File: config.mk
export PLATFORM = sky130hd
export DESIGN_NAME = fetch_queue
export DESIGN_NICKNAME = d
export VERILOG_FILES = /design/src/rtl/fetch_pkg.sv /design/src/rtl/fetch_fifo.sv /design/src/rtl/fetch_queue.sv
export SDC_FILE = /design/constraint.sdc
export NUM_CORES = 1
export LEC_CHECK = 0
export ABC_AREA = 1
export BUFFER_PORTS_ARGS = -buffer_cell sky130_fd_sc_hd__buf_2
export CAP_MARGIN = 10
export CORE_ASPECT_RATIO = 2
export CORE_UTILIZATION = 58
export DETAILED_ROUTE_END_ITERATION = 8
export PLACE_DENSITY = 0.78
export SYNTH_ARGS = -nofsm -noshare
export SYNTH_HDL_FRONTEND = slang
export SYNTH_SLANG_ARGS = --single-unit
File: constraint.sdc
create_clock -name clk -period 5.7 [get_ports clk]
set_input_delay 0 -clock clk [delete_from_list [all_inputs] [get_ports clk]]
set_output_delay 0 -clock clk [all_outputs]
set_load 0.01 [all_outputs]
File: src/rtl/fetch_pkg.sv
// Shared types and defaults for the instruction fetch queue.
package fetch_pkg;
    localparam logic [31:0] RESET_PC_DEF = 32'h0000_0000;
    localparam int          DEPTH_DEF    = 4;

    typedef struct packed {
        logic [31:0] pc;
        logic [31:0] inst;
    } fetch_entry_t;
endpackage

File: src/rtl/fetch_fifo.sv
// Synchronous FIFO with flush. Push while full is accepted only with a same-cycle pop.
module fetch_fifo #(
    parameter int DEPTH = 4,
    parameter int WIDTH = 64
) (
    input  logic                     clk,
    input  logic                     rst,
    input  logic                     push,
    input  logic                     pop,
    input  logic                     flush,
    input  logic [WIDTH-1:0]         din,
    output logic [WIDTH-1:0]         dout,
    output logic                     full,
    output logic                     empty,
    output logic [$clog2(DEPTH):0]   count
);
    localparam int             AW       = $clog2(DEPTH);
    localparam logic [AW:0]    FULL_CNT = DEPTH[AW:0];

    logic [WIDTH-1:0] mem [DEPTH];
    logic [AW-1:0]    rd_ptr;
    logic [AW-1:0]    wr_ptr;
    logic             do_push;
    logic             do_pop;

    assign empty   = (count == '0);
    assign full    = (count == FULL_CNT);
    assign do_pop  = pop && !empty;
    assign do_push = push && (!full || do_pop);
    assign dout    = mem[rd_ptr];

    always_ff @(posedge clk or posedge rst) begin
        if (rst) begin
            rd_ptr <= '0;
            wr_ptr <= '0;
            count  <= '0;
        end else if (flush) begin
            rd_ptr <= '0;
            wr_ptr <= '0;
            count  <= '0;
        end else begin
            if (do_push) wr_ptr <= wr_ptr + 1'b1;
            if (do_pop)  rd_ptr <= rd_ptr + 1'b1;
            case ({do_push, do_pop})
                2'b10:   count <= count + 1'b1;
                2'b01:   count <= count - 1'b1;
                default: ;
            endcase
        end
    end

    // Storage is not reset; readers only look at it while count is non-zero.
    always_ff @(posedge clk) begin
        if (do_push && !flush) mem[wr_ptr] <= din;
    end
endmodule

File: src/rtl/fetch_queue.sv
// Instruction fetch front end: issues sequential fetches, buffers in-order
// responses, and drops responses that were in flight across a redirect.
module fetch_queue
    import fetch_pkg::*;
#(
    parameter logic [31:0] RESET_PC = RESET_PC_DEF,
    parameter int          DEPTH    = DEPTH_DEF
) (
    input  logic        clk,
    input  logic        rst,
    output logic        imem_req_valid,
    input  logic        imem_req_ready,
    output logic [31:0] imem_req_addr,
    input  logic        imem_rsp_valid,
    input  logic [31:0] imem_rsp_data,
    input  logic        redirect,
    input  logic [31:0] redirect_pc,
    output logic        inst_valid,
    input  logic        inst_ready,
    output logic [31:0] inst_data,
    output logic [31:0] inst_pc
);
    localparam int          CW    = $clog2(DEPTH) + 1;
    localparam logic [CW:0] LIMIT = DEPTH[CW:0];

    logic [31:0]   fetch_pc;
    logic [CW-1:0] outstanding;
    logic [CW-1:0] stale_cnt;
    logic [CW-1:0] occupancy;
    logic [CW-1:0] pcq_count;
    logic          req_fire;
    logic          rsp_keep;
    logic          pop_head;
    logic          buf_full;
    logic          buf_empty;
    logic          pcq_full;
    logic          pcq_empty;
    logic [31:0]   rsp_pc;
    fetch_entry_t  head;
    fetch_entry_t  hold;
    fetch_entry_t  push_entry;
    logic          unused_status;

    // Counting outstanding requests (stale ones included) against free slots
    // guarantees every kept response finds room in the buffer.
    assign imem_req_valid = !rst && !redirect
                            && (({1'b0, outstanding} + {1'b0, occupancy}) < LIMIT);
    assign imem_req_addr  = fetch_pc;
    assign req_fire       = imem_req_valid && imem_req_ready;
    assign rsp_keep       = imem_rsp_valid && !redirect && (stale_cnt == '0);
    assign pop_head       = !buf_empty && inst_ready && !redirect;
    assign push_entry     = '{pc: rsp_pc, inst: imem_rsp_data};

    assign inst_valid     = !buf_empty;
    assign inst_data      = buf_empty ? hold.inst : head.inst;
    assign inst_pc        = buf_empty ? hold.pc   : head.pc;
    assign unused_status  = ^{buf_full, pcq_full, pcq_empty, pcq_count, redirect_pc[1:0]};

    always_ff @(posedge clk or posedge rst) begin
        if (rst) begin
            fetch_pc    <= RESET_PC & 32'hFFFF_FFFC;
            outstanding <= '0;
            stale_cnt   <= '0;
            hold        <= '0;
        end else begin
            if (redirect)      fetch_pc <= {redirect_pc[31:2], 2'b00};
            else if (req_fire) fetch_pc <= fetch_pc + 32'd4;

            case ({req_fire, imem_rsp_valid})
                2'b10:   outstanding <= outstanding + 1'b1;
                2'b01:   outstanding <= outstanding - 1'b1;
                default: ;
            endcase

            // Everything still in flight after this cycle's response belongs
            // to the old stream; no request is accepted during a redirect.
            if (redirect)
                stale_cnt <= outstanding - CW'(imem_rsp_valid);
            else if (imem_rsp_valid && (stale_cnt != '0))
                stale_cnt <= stale_cnt - 1'b1;

            if (!buf_empty) hold <= head;
        end
    end

    fetch_fifo #(.DEPTH(DEPTH), .WIDTH($bits(fetch_entry_t))) u_buf (
        .clk   (clk),
        .rst   (rst),
        .push  (rsp_keep),
        .pop   (pop_head),
        .flush (redirect),
        .din   (push_entry),
        .dout  (head),
        .full  (buf_full),
        .empty (buf_empty),
        .count (occupancy)
    );

    // PCs of live requests, matched to responses in order.
    fetch_fifo #(.DEPTH(DEPTH), .WIDTH(32)) u_pcq (
        .clk   (clk),
        .rst   (rst),
        .push  (req_fire),
        .pop   (rsp_keep),
        .flush (redirect),
        .din   (fetch_pc),
        .dout  (rsp_pc),
        .full  (pcq_full),
        .empty (pcq_empty),
        .count (pcq_count)
    );

    a_rsp_has_req: assert property (@(posedge clk) disable iff (rst)
        imem_rsp_valid |-> (outstanding != '0));
    a_push_room: assert property (@(posedge clk) disable iff (rst)
        rsp_keep |-> (!buf_full || pop_head));
endmodule

==> impl_results.md, run 1 <==
- Status: finished, final reports clean
- Share of cells above drive strength 1: 14.7%
- Max Clock Skew: 0.0148 ns
- Sequential area share after synthesis: 71.3%
- # DRC: 0
- Drt pass-1 iters: 5
- Flop2flop setup slack: 2.70 ns
- Critical Path End Type: output pin
- WP data arrival: 3.37 ns
- CP Capture Point: inst_pc[20]
- Initial antenna violation count: 0
- Routability Congestion: 0.942
- CTS max path bufs: 3
- CTS tree: done
- Setup Crit Path Kind: flop to output pin
- GRT overflow: 0
- DRT iter0 DRCs: 936
- H-tree depth: 2
- Total negative slack: 0 ns
- Worst slew pin tran: 0.987 ns
- Final min period: 3.37 ns
- Fin. max-slew vios: 0
- Synthesis warning total: 0
- CTS root buf: clkbuf_16
- Critical Path Source: u_buf.rd_ptr[0]
- R2R Path End: u_pcq.mem[1][4]
- Pwr per Cell Area: 439 nW/um^2
- Worst Setup Slack, final: 2.33 ns
- FP Rows: 94
- Critical Path RT: 5.70 ns
- Final Hold Viols: 0
- Mapped cell area: 19,400 um^2
- CP startpoint kind: flop
- Layout net count: 1,941
- DIE AREA: 34,300 um^2
- Fillers: 2,274
- Worst-path maximum fanout: 80
- Reg clk slew, reported paths: 0.07 ns
- Area delta synth->final: 15.7%
- Synth cell count leaders: 411 x nor2_1, 368 x edfxtp_1, 170 x nand2_1
- Relative slew slack: 34.2%
- FFs w/ async S/R, synth: 23.3%
- Vias in the first global route: 13,200
- DR vias/cell: 5.67
- Dpl ws: 2.72 ns
- Fmax: 0.297 GHz
- Unique masters post-synth: 38
- Gr usage total: 25.3%
- Area leader, netlist: edfxtp_1
- Via Count: 13,100
- Mean Syn Cell Area: 11.7 um^2
- Reg2Reg Depth: 8
- Post-DRT Antenna Nets: 0
- Sink Count: 480
- Wire length per cell: 18.2 um
- First-pass GRT wire length: 66.5 mm
- Worst Hold Class: primary input to flop
- Detailed placement HPWL: 24.0 mm
- Setup Fix Bufs, Post-CTS: 0
- Largest net degree at the start of global routing: 89
- Synth Instances: 1,654
- Synth area leaders: edfxtp_1 57%, dfrtp_1 14%, nor2_1 7.9%
- I/O Buffers: 161
- MaxCap Viol Count: 0
- Post-CTS Hold Buffers: 66
- Yosys reg bits: 480
- Die height: 261 um
- Starting density of the core: 59.0%
- Tcrit/Tclk final: 59.1%
- Post-synth top area share: 56.9%
- FF-to-FF Start: u_buf.count[2]
- Number of CTS-inserted buffers: 40
- Final setup fails: 0
- Die X: 131 um
- Number of synthesized flops with an enable pin: 368
- Top_reg_cell synth: edfxtp_1
- Leakage: 0.00839 uW
- RSZ-0062 raised after global routing: no
- Top-count cell post-synth: nor2_1
- Core area: 32,900 um^2
- WL final: 42.2 mm
- Skew-Pair Late Insertion Delay: 0.55 ns
- Io pins: 168
- VDD IR max: 294 uV
- CTS resizes: 0
power breakdown:
part | total [uW] | internal, uW | switching (uW) | leakage [uW]
logic | 2650 | 866 | 1780 | 0.00314
clock network | 2700 | 1530 | 1170 | 0.000630
registers | 4530 | 4260 | 263 | 0.00462
total | 9870 | 6660 | 3210 | 0.00839
kinds of logic after synthesis:
kind of cell,count (synthesis),share of synthesized area [%]
mux,1,0.0580
fa+ha+maj,19,1.34
flops,480,71.3
simple gates,656,13.7
buf+inv,156,3.60
compound gates,320,9.03
xor+xnor,21,0.947
other cells,1,0.0193
layout by cell type (no fill, tap or decap), types with 13 or more instances in the layout:
| cell | count |
|---|---|
| dlygate4sd3_1 | 66 |
| dfrtp_1 | 110 |
| nor2_1 | 403 |
| o21ai_0 | 160 |
| a31oi_1 | 62 |
| nor2_4 | 14 |
| inv_1 | 59 |
| ha_1 | 16 |
| clkbuf_16 | 41 |
| xor2_1 | 17 |
| o21ai_1 | 50 |
| edfxtp_1 | 368 |
| buf_2 | 161 |
| nand3_1 | 39 |
| buf_4 | 13 |
| nand2_1 | 170 |
| o22ai_1 | 31 |
metal layers:
layer,global-route usage [%],up-vias,wire (um)
met2,47.6,470,22900
met1,27.0,6412,15200
met3,2.89,116,2130
met4,15.1,0,1940
met5,0,-,0
li1,-,6128,-
worst max-delay path, stage by stage (launching register included):
cell     delay, ns
dfrtp_4       0.67
inv_4         0.43
buf_4         0.69
o21ai_0       0.21
a31oi_1       0.54
buf_2         0.24
state kept, by name (all words and copies together) (netlist names):
name and count:
hold 62, u_pcq.rd_ptr 2, outstanding 3, imem_req_addr 30
u_pcq.count 3, u_buf.mem 248, u_pcq.mem 120, u_buf.count 3
u_buf.wr_ptr 2, u_pcq.wr_ptr 2, stale_cnt 3, u_buf.rd_ptr 2
cell type report:
| type | count | area [um^2] | area share, % |
|---|---|---|---|
| Tap cell | 432 | 541 | 2.41 |
| Clock buffer | 56 | 1130 | 5.04 |
| Multi-Input combinational cell | 1021 | 4940 | 22.0 |
| Sequential cell | 480 | 13900 | 61.7 |
| Clock inverter | 16 | 161 | 0.718 |
| Timing Repair Buffer | 240 | 1560 | 6.96 |
| Inverter | 69 | 269 | 1.20 |
| Antenna cell | 1 | 2.50 | 0.0111 |
how the worst min path moves through the flow:
stage | startpoint | to | slack (ns) | cells past startpoint
6_report | redirect | imem_req_addr[22] | 0.06 | 3
5_1_grt | redirect | imem_req_addr[28] | 0.09 | 3
4_1_cts | redirect | imem_req_addr[22] | 0.05 | 3
3_5_place_dp | rst | u_buf.count[1] | 0.14 | 2
3_3_place_gp | rst | u_buf.count[2] | 0.13 | 2
2_1_floorplan | imem_rsp_data[0] | u_buf.mem[0][0] | 0.1 | 0
stage by stage:
step                      area, um^2  cells  util [%]  total power (uW)  hold slack [ns]
after CTS                      22500   2314      68.2              9910           0.0482
after global routing           22500   2314      68.2             10400           0.0909
after floorplan                19400   1657         -              6220           0.0989
final                          22500   2315      68.2              9870           0.0637
after global placement         20500   2176      62.3              7080            0.130
after detailed placement       20500   2176      62.3              7200            0.137
No activity file was read; power rests on OpenSTA's default activity.
==> inputs of run 2 (changes only) <==
==> constraint.sdc (replaced) <==
create_clock -name clk -period 3.5 [get_ports clk]
set_input_delay 0 -clock clk [delete_from_list [all_inputs] [get_ports clk]]
set_output_delay 0 -clock clk [all_outputs]
set_load 0.01 [all_outputs]
==> run 2 against run 1 <==
Global-route usage decreased by 0.75 points. Critical path depth up 1. Non-clock buffer count rose by 12. Final area grew 0.94%. Via count down 0.98%. Combinational power up 65%. Register-to-register slack got worse by 1.6 ns. Core utilization is 0.64 points higher. First-iteration DRC count is 8.3% lower. Final cell count increased by 0.60%. Highest routed layer unchanged.
==> impl_results.md, run 2 (same netlist as run 1, synthesis figures left out) <==
- Met3 routed WL: 1.87 mm (was 2.13 mm)
- M1 WL: 15.0 mm (was 15.2 mm)
- Pwr per Cell Area: 718 nW/um^2 (was 439 nW/um^2)
- Die height: 261 um (unchanged)
- Initial antenna violation count: 0 (unchanged)
- H-tree depth: 2 (unchanged)
- Worst Hold Class: primary input to flop (unchanged)
- Leakage: 0.00850 uW (was 0.00839 uW)
- Skew-Pair Late Insertion Delay: 0.55 ns (about the same)
- Placed cell count: 2,188 (was 2,176)
- Final min period: 3.01 ns
- First-pass GRT wire length: 65.2 mm (was 66.5 mm)
- Core area: 32,900 um^2 (unchanged)
- Post-DRT Antenna Nets: 0 (unchanged)
- Relative slew slack: 33.5% (was 34.2%)
- Max Clock Skew: 0.0192 ns (was 0.0148 ns)
- # DRC: 0 (unchanged)
- Tcrit/Tclk final: 85.9%
- Number of CTS-inserted buffers: 41 (was 40)
- Vias in the first global route: 13,200 (about the same)
- Critical Path End Type: output pin (unchanged)
- Ant diodes: 0 (was 1)
- CTS tree: done (unchanged)
- CTS max path bufs: 3 (unchanged)
- Die X: 131 um (unchanged)
- I/O Buffers: 161 (unchanged)
- Power, Total: 16,300 uW (was 9870 uW)
- Final Hold Viols: 0 (unchanged)
- Flop2flop setup slack: 1.09 ns (was 2.70 ns)
- Critical Path Source: u_buf.rd_ptr[1] (was u_buf.rd_ptr[0])
- Drt pass-1 iters: 5 (unchanged)
- Starting density of the core: 59.0% (unchanged)
- Cell Chain, Critical Path: inv_2 > buf_4 > nor2_1 > o21ai_0 > a31oi_1 > buf_2 (was inv_4 > buf_4 > o21ai_0 > a31oi_1 > buf_2)
- Reg clk slew, reported paths: 0.07 ns (about the same)
- WP data arrival: 3.01 ns (was 3.37 ns)
- Commonest cells after routing, fill and taps aside: 403 x nor2_1, 368 x edfxtp_1, 170 x nand2_1 (unchanged)
- Post-CTS Hold Buffers: 66 (unchanged)
- DIE AREA: 34,300 um^2 (unchanged)
- CP startpoint kind: flop (unchanged)
- Fin. max-slew vios: 0 (unchanged)
- Top flop regs: u_buf.mem (248), u_pcq.mem (120), hold (62) (unchanged)
- VDD IR max: 492 uV (was 294 uV)
- Highest routing layer actually used: met4 (unchanged)
- WL final: 41.5 mm (was 42.2 mm)
- Critical Path RT: 3.50 ns (was 5.70 ns)
- Sink Count: 480 (unchanged)
- Gr usage total: 24.5% (was 25.3%)
- Post-route insts no fill: 2,329 (was 2,315)
- WHS: 0.0731 ns (was 0.0637 ns)
- Met2 wire len: 23.0 mm (was 22.9 mm)
- Routability Congestion: 0.879 (was 0.942)
- Largest net degree at the start of global routing: 126 (was 89)
- Final setup fails: 0 (unchanged)
- Fmax: 0.332 GHz
- Detailed placement HPWL: 25.1 mm (was 24.0 mm)
- Setup Crit Path Kind: flop to output pin (unchanged)
- CTS root buf: clkbuf_16 (unchanged)
- Status: finished, final reports clean (unchanged)
- Peak per-stage delay on the critical path: 0.77 ns (was 0.69 ns)
- RSZ-0062 raised after global routing: no (unchanged)
- DR vias/cell: 5.58 (was 5.67)
- Hold path start: redirect (unchanged)
- Io pins: 168 (unchanged)
- Layout net count: 1,954 (was 1,941)
- Setup Fix Bufs, Post-CTS: 0 (unchanged)
- Critical path's slowest cell: dfrtp_2 (was buf_4)
- Area delta synth->final: 16.8% (was 15.7%)
- DRT iter0 DRCs: 858 (was 936)
- MaxCap Viol Count: 0 (unchanged)
- FF-to-FF Start: u_buf.count[2] (unchanged)
- Reg with most FFs: u_buf.mem (unchanged)
- Max reg flops: 248 (unchanged)
- Commonest non-fill, non-tap cell in the layout: nor2_1 (unchanged)
- Worst slew pin tran: 0.996 ns (was 0.987 ns)
- CTS resizes: 0 (unchanged)
- Worst-path maximum fanout: 36 (was 80)
- Via Count: 13,000 (was 13,100)
- Wire length per cell: 17.8 um (was 18.2 um)
- GRT overflow: 0 (unchanged)
- FP Rows: 94 (unchanged)
- Share of cells above drive strength 1: 15.6% (was 14.7%)
run 2: critical path: cells and delay by family, from the launching register on:
kind,cells,cell delay (ns)
buffers and inverters,3,1.09
flip-flops,1,0.77
AND/OR/NAND/NOR,1,0.13
AO/OA/AOI/OAI,2,0.43
run 2: layout make-up:
| type | count | area, um^2 |
|---|---|---|
| multi-input cells | 1021 | 4920 |
| well taps | 432 | 541 |
| flip-flops and latches | 480 | 13900 |
| clock inverters | 25 | 251 |
| inverters | 69 | 270 |
| repair buffers | 252 | 1720 |
| clock buffers | 50 | 1120 |
| fillers | 2246 | 10200 |
run 2: path summary, 6_finish.rpt:
| path | end | cells after the start |
|---|---|---|
| max | inst_data[4] | 6 |
| min | imem_req_addr[26] | 3 |
| max reg2reg | u_pcq.mem[1][6] | 9 |
| min reg2reg | hold[43] | 1 |
| max in group asynchronous | hold[23] | 5 |
| min in group asynchronous | u_buf.count[1] | 4 |
run 2: metrics by stage:
stage	area [um^2]	setup TNS [ns]	util (%)	setup WS [ns]
global placement	20600	0	62.7	1.10
finish	22700	0	68.9	0.492
CTS	22700	0	68.9	0.480
detailed placement	20600	0	62.7	1.07
global route	22700	0	68.9	0.347
floorplan	19400	-125.57	-	-0.506
run 2: power by group:
| group | internal [uW] | switching [uW] | total (uW) |
|---|---|---|---|
| Combinational | 1450 | 2930 | 4380 |
| Clock | 2600 | 1960 | 4570 |
| Sequential | 6940 | 393 | 7330 |
| Total | 11000 | 5280 | 16300 |
run 2: routing by layer:
| metal | vias to the layer above | GRT usage, % |
|---|---|---|
| li1 | 6157 | - |
| met1 | 6314 | 25.7 |
| met2 | 424 | 47.7 |
| met3 | 102 | 2.49 |
| met4 | 0 | 13.1 |
| met5 | - | 0 |
